===== src/rtl/hazard_pkg.sv =====
// Shared encodings for the pipeline hazard/stall controller: FSM states,
// MIPS opcode/funct fields and the default PCSrc codes.
package hazard_pkg;

  typedef enum logic [1:0] {
    ST_RUN    = 2'd0,
    ST_STALL  = 2'd1,
    ST_FREEZE = 2'd2
  } state_t;

  localparam logic [5:0] OP_RTYPE    = 6'b000000;
  localparam logic [4:0] FUNCT_JR_HI = 5'b00100;

  localparam logic [2:0] PCSRC_SEQ = 3'b000;
  localparam logic [2:0] PCSRC_BR  = 3'b001;
  localparam logic [2:0] PCSRC_J   = 3'b010;
  localparam logic [2:0] PCSRC_JR  = 3'b011;

endpackage


===== src/rtl/sat_counter.sv =====
// Saturating up-counter with synchronous clear; sticks at all-ones.
module sat_counter #(
  parameter int W = 16
) (
  input  logic         clk,
  input  logic         reset,
  input  logic         inc,
  input  logic         clr,
  output logic [W-1:0] count
);

  function automatic logic [W-1:0] sat_inc(input logic [W-1:0] v);
    return (&v) ? v : v + W'(1);
  endfunction

  always_ff @(posedge clk or negedge reset) begin
    if (!reset) begin
      count <= '0;
    end else if (clr) begin
      count <= '0;
    end else if (inc) begin
      count <= sat_inc(count);
    end
  end

endmodule


===== src/rtl/pipe_hazard_ctrl.sv =====
// Hazard/stall controller for the 5-stage MIPS pipeline: load-use and jr
// stalls, branch/jump flushes and data-memory freeze, plus stall statistics.
module pipe_hazard_ctrl
  import hazard_pkg::*;
#(
  parameter int                 RA_W       = 5,
  parameter int                 PCSRC_W    = 3,
  parameter logic [PCSRC_W-1:0] BR_CODE    = 3'b001,
  parameter int                 LOAD_STALL = 1,
  parameter int                 JR_STALL   = 1,
  parameter int                 CNT_W      = 16
) (
  input  logic               clk,
  input  logic               reset,
  input  logic [31:0]        id_instr,
  input  logic [PCSRC_W-1:0] id_pcsrc,
  input  logic [PCSRC_W-1:0] ex_pcsrc,
  input  logic               ex_br_taken,
  input  logic               ex_mem_rd,
  input  logic               ex_reg_wr,
  input  logic [RA_W-1:0]    ex_wr_reg,
  input  logic               mem_req,
  input  logic               mem_ready,
  output logic               pc_write,
  output logic               if_id_write,
  output logic               if_id_flush,
  output logic               id_ex_flush,
  output logic               pipe_freeze,
  output logic [CNT_W-1:0]   stall_cnt
);

  localparam logic [2:0] LOAD_CNT0 = 3'(LOAD_STALL - 1);
  localparam logic [2:0] JR_CNT0   = 3'(JR_STALL - 1);

  state_t          state;
  state_t          ret_state;
  logic [2:0]      cnt;
  logic [2:0]      ret_cnt;

  logic [RA_W-1:0] rs;
  logic [RA_W-1:0] rt;
  logic            is_jr;
  logic            lu;
  logic            jh;
  logic            bt;
  logic            jf;
  logic            mw;
  logic            unused_instr;

  assign rs    = RA_W'(id_instr[25:21]);
  assign rt    = RA_W'(id_instr[20:16]);
  assign is_jr = (id_instr[31:26] == OP_RTYPE) && (id_instr[5:1] == FUNCT_JR_HI);

  assign lu = ex_mem_rd && (ex_wr_reg != '0) && ((ex_wr_reg == rs) || (ex_wr_reg == rt));
  assign jh = is_jr && ex_reg_wr && (ex_wr_reg != '0) && (ex_wr_reg == rs);
  assign bt = (ex_pcsrc == BR_CODE) && ex_br_taken;
  assign jf = id_pcsrc > BR_CODE;
  assign mw = mem_req && !mem_ready;

  assign unused_instr = ^{id_instr[15:6], id_instr[0]};

  // State owns multi-cycle bubbles; a memory wait parks the current
  // state/count and the first non-wait cycle resumes from the saved copy.
  always_ff @(posedge clk or negedge reset) begin
    if (!reset) begin
      state     <= ST_RUN;
      cnt       <= '0;
      ret_state <= ST_RUN;
      ret_cnt   <= '0;
    end else if (mw) begin
      if (state != ST_FREEZE) begin
        ret_state <= state;
        ret_cnt   <= cnt;
      end
      state <= ST_FREEZE;
    end else begin
      case (state)
        ST_RUN: begin
          if (bt) begin
            state <= ST_RUN;
          end else if (lu) begin
            if (LOAD_STALL > 1) begin
              state <= ST_STALL;
              cnt   <= LOAD_CNT0;
            end
          end else if (jh) begin
            if (JR_STALL > 1) begin
              state <= ST_STALL;
              cnt   <= JR_CNT0;
            end
          end
        end
        ST_STALL: begin
          if (bt || (cnt <= 3'd1)) begin
            state <= ST_RUN;
            cnt   <= '0;
          end else begin
            cnt <= cnt - 3'd1;
          end
        end
        ST_FREEZE: begin
          // The restore cycle itself plays out one step of the saved state.
          if ((ret_state == ST_STALL) && (ret_cnt > 3'd1)) begin
            state <= ST_STALL;
            cnt   <= ret_cnt - 3'd1;
          end else begin
            state <= ST_RUN;
            cnt   <= '0;
          end
        end
        default: begin
          state <= ST_RUN;
          cnt   <= '0;
        end
      endcase
    end
  end

  always_comb begin
    pc_write    = 1'b1;
    if_id_write = 1'b1;
    if_id_flush = 1'b0;
    id_ex_flush = 1'b0;
    pipe_freeze = 1'b0;
    if (reset) begin
      if (mw) begin
        pipe_freeze = 1'b1;
        pc_write    = 1'b0;
        if_id_write = 1'b0;
      end else begin
        case (state)
          ST_RUN: begin
            if (bt) begin
              if_id_flush = 1'b1;
              id_ex_flush = 1'b1;
            end else if (lu || jh) begin
              pc_write    = 1'b0;
              if_id_write = 1'b0;
              id_ex_flush = 1'b1;
            end else if (jf) begin
              if_id_flush = 1'b1;
            end
          end
          ST_STALL: begin
            if (bt) begin
              if_id_flush = 1'b1;
              id_ex_flush = 1'b1;
            end else begin
              pc_write    = 1'b0;
              if_id_write = 1'b0;
              id_ex_flush = 1'b1;
            end
          end
          ST_FREEZE: begin
            if (ret_state == ST_STALL) begin
              pc_write    = 1'b0;
              if_id_write = 1'b0;
              id_ex_flush = 1'b1;
            end
          end
          default: begin
            pc_write = 1'b1;
          end
        endcase
      end
    end
  end

  sat_counter #(
    .W(CNT_W)
  ) u_stall_cnt (
    .clk  (clk),
    .reset(reset),
    .inc  (!pc_write),
    .clr  (1'b0),
    .count(stall_cnt)
  );

endmodule


===== config.mk =====
export PLATFORM = sky130hd
export DESIGN_NAME = pipe_hazard_ctrl
export DESIGN_NICKNAME = d
export VERILOG_FILES = /design/src/rtl/hazard_pkg.sv /design/src/rtl/sat_counter.sv /design/src/rtl/pipe_hazard_ctrl.sv
export SDC_FILE = /design/constraint.sdc
export NUM_CORES = 1
export LEC_CHECK = 0
export CAP_MARGIN = 20
export CORE_AREA = 5 5 78 80
export CTS_CLUSTER_DIAMETER = 30
export CTS_CLUSTER_SIZE = 20
export DETAILED_ROUTE_END_ITERATION = 12
export DIE_AREA = 0 0 83 85
export PLACE_DENSITY_LB_ADDON = 0.2
export SKIP_LAST_GASP = 1
export SLEW_MARGIN = 20
export SYNTH_ARGS = -nofsm -noshare
export SYNTH_HDL_FRONTEND = slang
export SYNTH_SLANG_ARGS = --single-unit
export TNS_END_PERCENT = 50

===== constraint.sdc =====
create_clock -name clk -period 5.2 [get_ports clk]
set_input_delay 1.3 -clock clk [delete_from_list [all_inputs] [get_ports clk]]
set_output_delay 1.3 -clock clk [all_outputs]
set_load 0.01 [all_outputs]

==> reports/metrics.cfg <==
[run_status]
run_status = completed

[timing]
finalHoldViolCount = 0
max_clock_freq_ghz = 0.2188
clock_skew_ps = 4.763
final.hold.worst_slack_ps = 491.0
worstMarginPinSlew_ps = 474.4
setup-tns-final_ps = 0
layout_worst_path_cycle_share = 0.8788
rsz0062_at_grt = false
timing.final.setup_violations = 0
max-slew-margin-rel = 0.6826
timing.final.crit_period_ps = 4570
timing.final.max_slew_violations = 0

[synth]
netlist_area_sq_mm = 0.001727
synth_warnings = 0
synth_ff_type = sky130_fd_sc_hd__dfrtp_1
synth_edf_count = 0
synth.net_count = 230
ys_seq_area_frac = 0.3768
synth.top_cell.area_share = 0.3768
synth.area.top_cells = sky130_fd_sc_hd__dfrtp_1, sky130_fd_sc_hd__xor2_1, sky130_fd_sc_hd__ha_1
post_synth_num_cell_types = 41
synthArstFlopShare = 1.000
yosys.cell_count.top_type = sky130_fd_sc_hd__dfrtp_1
synth_commonest_cells = sky130_fd_sc_hd__dfrtp_1, sky130_fd_sc_hd__nand2_1, sky130_fd_sc_hd__xor2_1, sky130_fd_sc_hd__xnor2_1, sky130_fd_sc_hd__nor2_1
ys_seq_elements = 26
yosysTopAreaCell = sky130_fd_sc_hd__dfrtp_1
syn_avg_cell_area_sq_um = 10.10
synthesis.instances = 171

[floorplan]
std_cell_rows = 27
initial_core_util = 0.3235
io_pins = 71
core_area_sq_mm = 0.005338
die_width_um = 83
die_area_sq_mm = 0.007055
chipHeight_um = 85

[power]
leakagePower_nw = 1.010
ir_drop_uv = 126.5
power_density_mw_per_mm2 = 255.2

[critical_path]
worstPathCellList = clkdlybuf4s50_1, nor3_1, a21oi_4, a21oi_1, nor2b_1, o311a_1, clkdlybuf4s50_1
reg2reg_from = state[0]$_DFFE_PN0P_
timing_worst_setup_path_type = input port to output port
cp-startpoint = ex_wr_reg[0]
timing.rr.end = u_stall_cnt.count[10]$_DFFE_PN0P_
timing.reg2reg.worst_path_depth = 8
critPathCaptureType = output port
critical_path.most_common_cell = sky130_fd_sc_hd__clkdlybuf4s50_1
crit_required_ps = 3900
highest_delay_cell_along_the_critical_path = sky130_fd_sc_hd__clkdlybuf4s50_1
timing.critical_path.fanout_max = 3
worstPathArrival_ps = 3270
start_kind = input port
worst-r2r-setup-slack_ps = 3060
max_stage_delay_ps = 480

[min_path]
timing.hold.worst.start = u_stall_cnt.count[15]$_DFFE_PN0P_
worstHoldPathCells = 1
min_delay_worst_endpoint = u_stall_cnt.count[15]$_DFFE_PN0P_
hp-class = flop to flop

[drt]
wire_per_inst_um = 12.49
route.final.wire_length_um = 3822
routed_via_density = 4.739
via_count = 1450
route.antenna.remaining_nets = 0
drt_first_iter_violations = 62
remaining_drc_errors = 0
drt_pass1_iterations = 4

[grt]
number_of_antenna_violations_at_the_first_check_in_global_routing = 0
grt_start_max_net_pins = 20
groute.usage.overall = 0.1104
gr-total-overflow = 0
grt_pass1_vias = 1525
wire_length_of_the_first_global_routing_pass_um = 6672

[job]
max-cap-violations = 0

[placed_design]
detailedPlacementHpwl_um = 3193
gp_congestion = 0.7361
port_buffers = 58

[clocking]
clk_pin_slew_ps = 90
post_cts.resized_instances = 0
ctsLongestPathBuffers = 2
post-cts-setup-buffer-count = 0
cts-root-buf = sky130_fd_sc_hd__clkbuf_8
number_of_levels_the_h_tree_was_split_into = 1
clk-insertion-delay-late_ps = 270
cts_buffers = 3
cts_tree = done
cts_hold_buf = 0
cts_num_sinks = 26

[finish]
filler_cell_count = 541
layout.nets = 294
insertedDiodeCount = 0
share_of_cells_above_drive_strength_1 = 0.09402
areaGrowthSynthToFinish_pct = 43.19

## logic make-up (layout without fill, tap and decap cells)
kind of cell,count (synthesis),after routing,share of synthesized area
simple gates,70,70,0.2471
compound gates,26,26,0.1232
flops,26,26,0.3768
xor+xnor,25,25,0.1268
buf+inv,10,73,0.02826
fa+ha+maj,9,9,0.06522
mux,5,5,0.03261
## state kept, by name (all words and copies together) (netlist names)
signal / count
cnt: 3
ret_cnt: 3
ret_state: 2
state: 2
u_stall_cnt.count: 16
## area by class of cell
| class | count | area (sq um) | area share |
|---|---|---|---|
| Timing Repair Buffer | 61 | 603.1 | 0.2439 |
| Multi-Input combinational cell | 135 | 1027 | 0.4155 |
| Clock inverter | 1 | 30.03 | 0.01215 |
| Inverter | 8 | 30.03 | 0.01215 |
| Sequential cell | 26 | 650.6 | 0.2632 |
| Clock buffer | 3 | 41.29 | 0.01670 |
| Tap cell | 72 | 90.09 | 0.03644 |
## per-stage QoR
stage	area, sq um	cells	worst slack (ps)	power (mW)	util
2_1_floorplan	1727	171	1558	0.3577	-
3_3_place_gp	2401	302	605.7	0.4689	0.4498
3_5_place_dp	2401	302	583.4	0.4687	0.4498
4_1_cts	2472	306	581.3	0.6383	0.4632
5_1_grt	2472	306	470.1	0.6700	0.4632
6_report	2472	306	630.0	0.6310	0.4632
## worst max-delay path: cells and delay by family
kind / cells / cell delay, ps
compound gates: 3 / 590
simple gates: 2 / 420
buf+inv: 2 / 950
## layer usage
| layer | global-route usage | up-vias | part of all wire |
|---|---|---|---|
| met4 | 0.03566 | 0 | 0.010 |
| li1 | - | 745 | - |
| met3 | 0.02427 | 2 | 0.065 |
| met1 | 0.1331 | 664 | 0.45 |
| met2 | 0.1953 | 39 | 0.47 |
| met5 | 0 | - | 0 |
## placed cells by master, fill, tap and decap left out, drive strengths merged
cell type	netlist	routed
o32a	1	1
nor4b	5	5
clkdlybuf4s50	0	58
o31ai	1	1
bufinv	0	1
and4bb	1	1
o21ai	5	5
xor2	13	13
nor2b	5	5
buf	2	3
xnor2	12	12
nand4	6	6
o21a	1	1
a21oi	5	5
a22oi	1	1
nor4	3	3
o211ai	1	1
clkbuf	0	3
nand3	5	5
mux2	5	5
nand2	17	17
nand4bb	1	1
a31oi	2	2
dfrtp	26	26
nor3	6	6
o311a	1	1
o22ai	3	3
o22a	2	2
nor3b	3	3
inv	8	8
a21o	1	1
nand2b	2	2
ha	9	9
and4	3	3
o311ai	1	1
o21bai	1	1
nor2	11	11
and2	2	2
## worst max-delay path by stage
stage                              to  slack, ps
after floorplan              pc_write       1560
after global placement    id_ex_flush        610
after detailed placement  id_ex_flush        580
after CTS                 id_ex_flush        580
after global routing      id_ex_flush        470
final                     id_ex_flush        630
## power breakdown
part | total, mW | internal [mW] | switching, mW
Combinational | 0.199 | 0.116 | 0.0829
Clock | 0.167 | 0.103 | 0.0641
Sequential | 0.265 | 0.231 | 0.0339
Total | 0.631 | 0.450 | 0.181
Power figures use the tool's default switching activity.
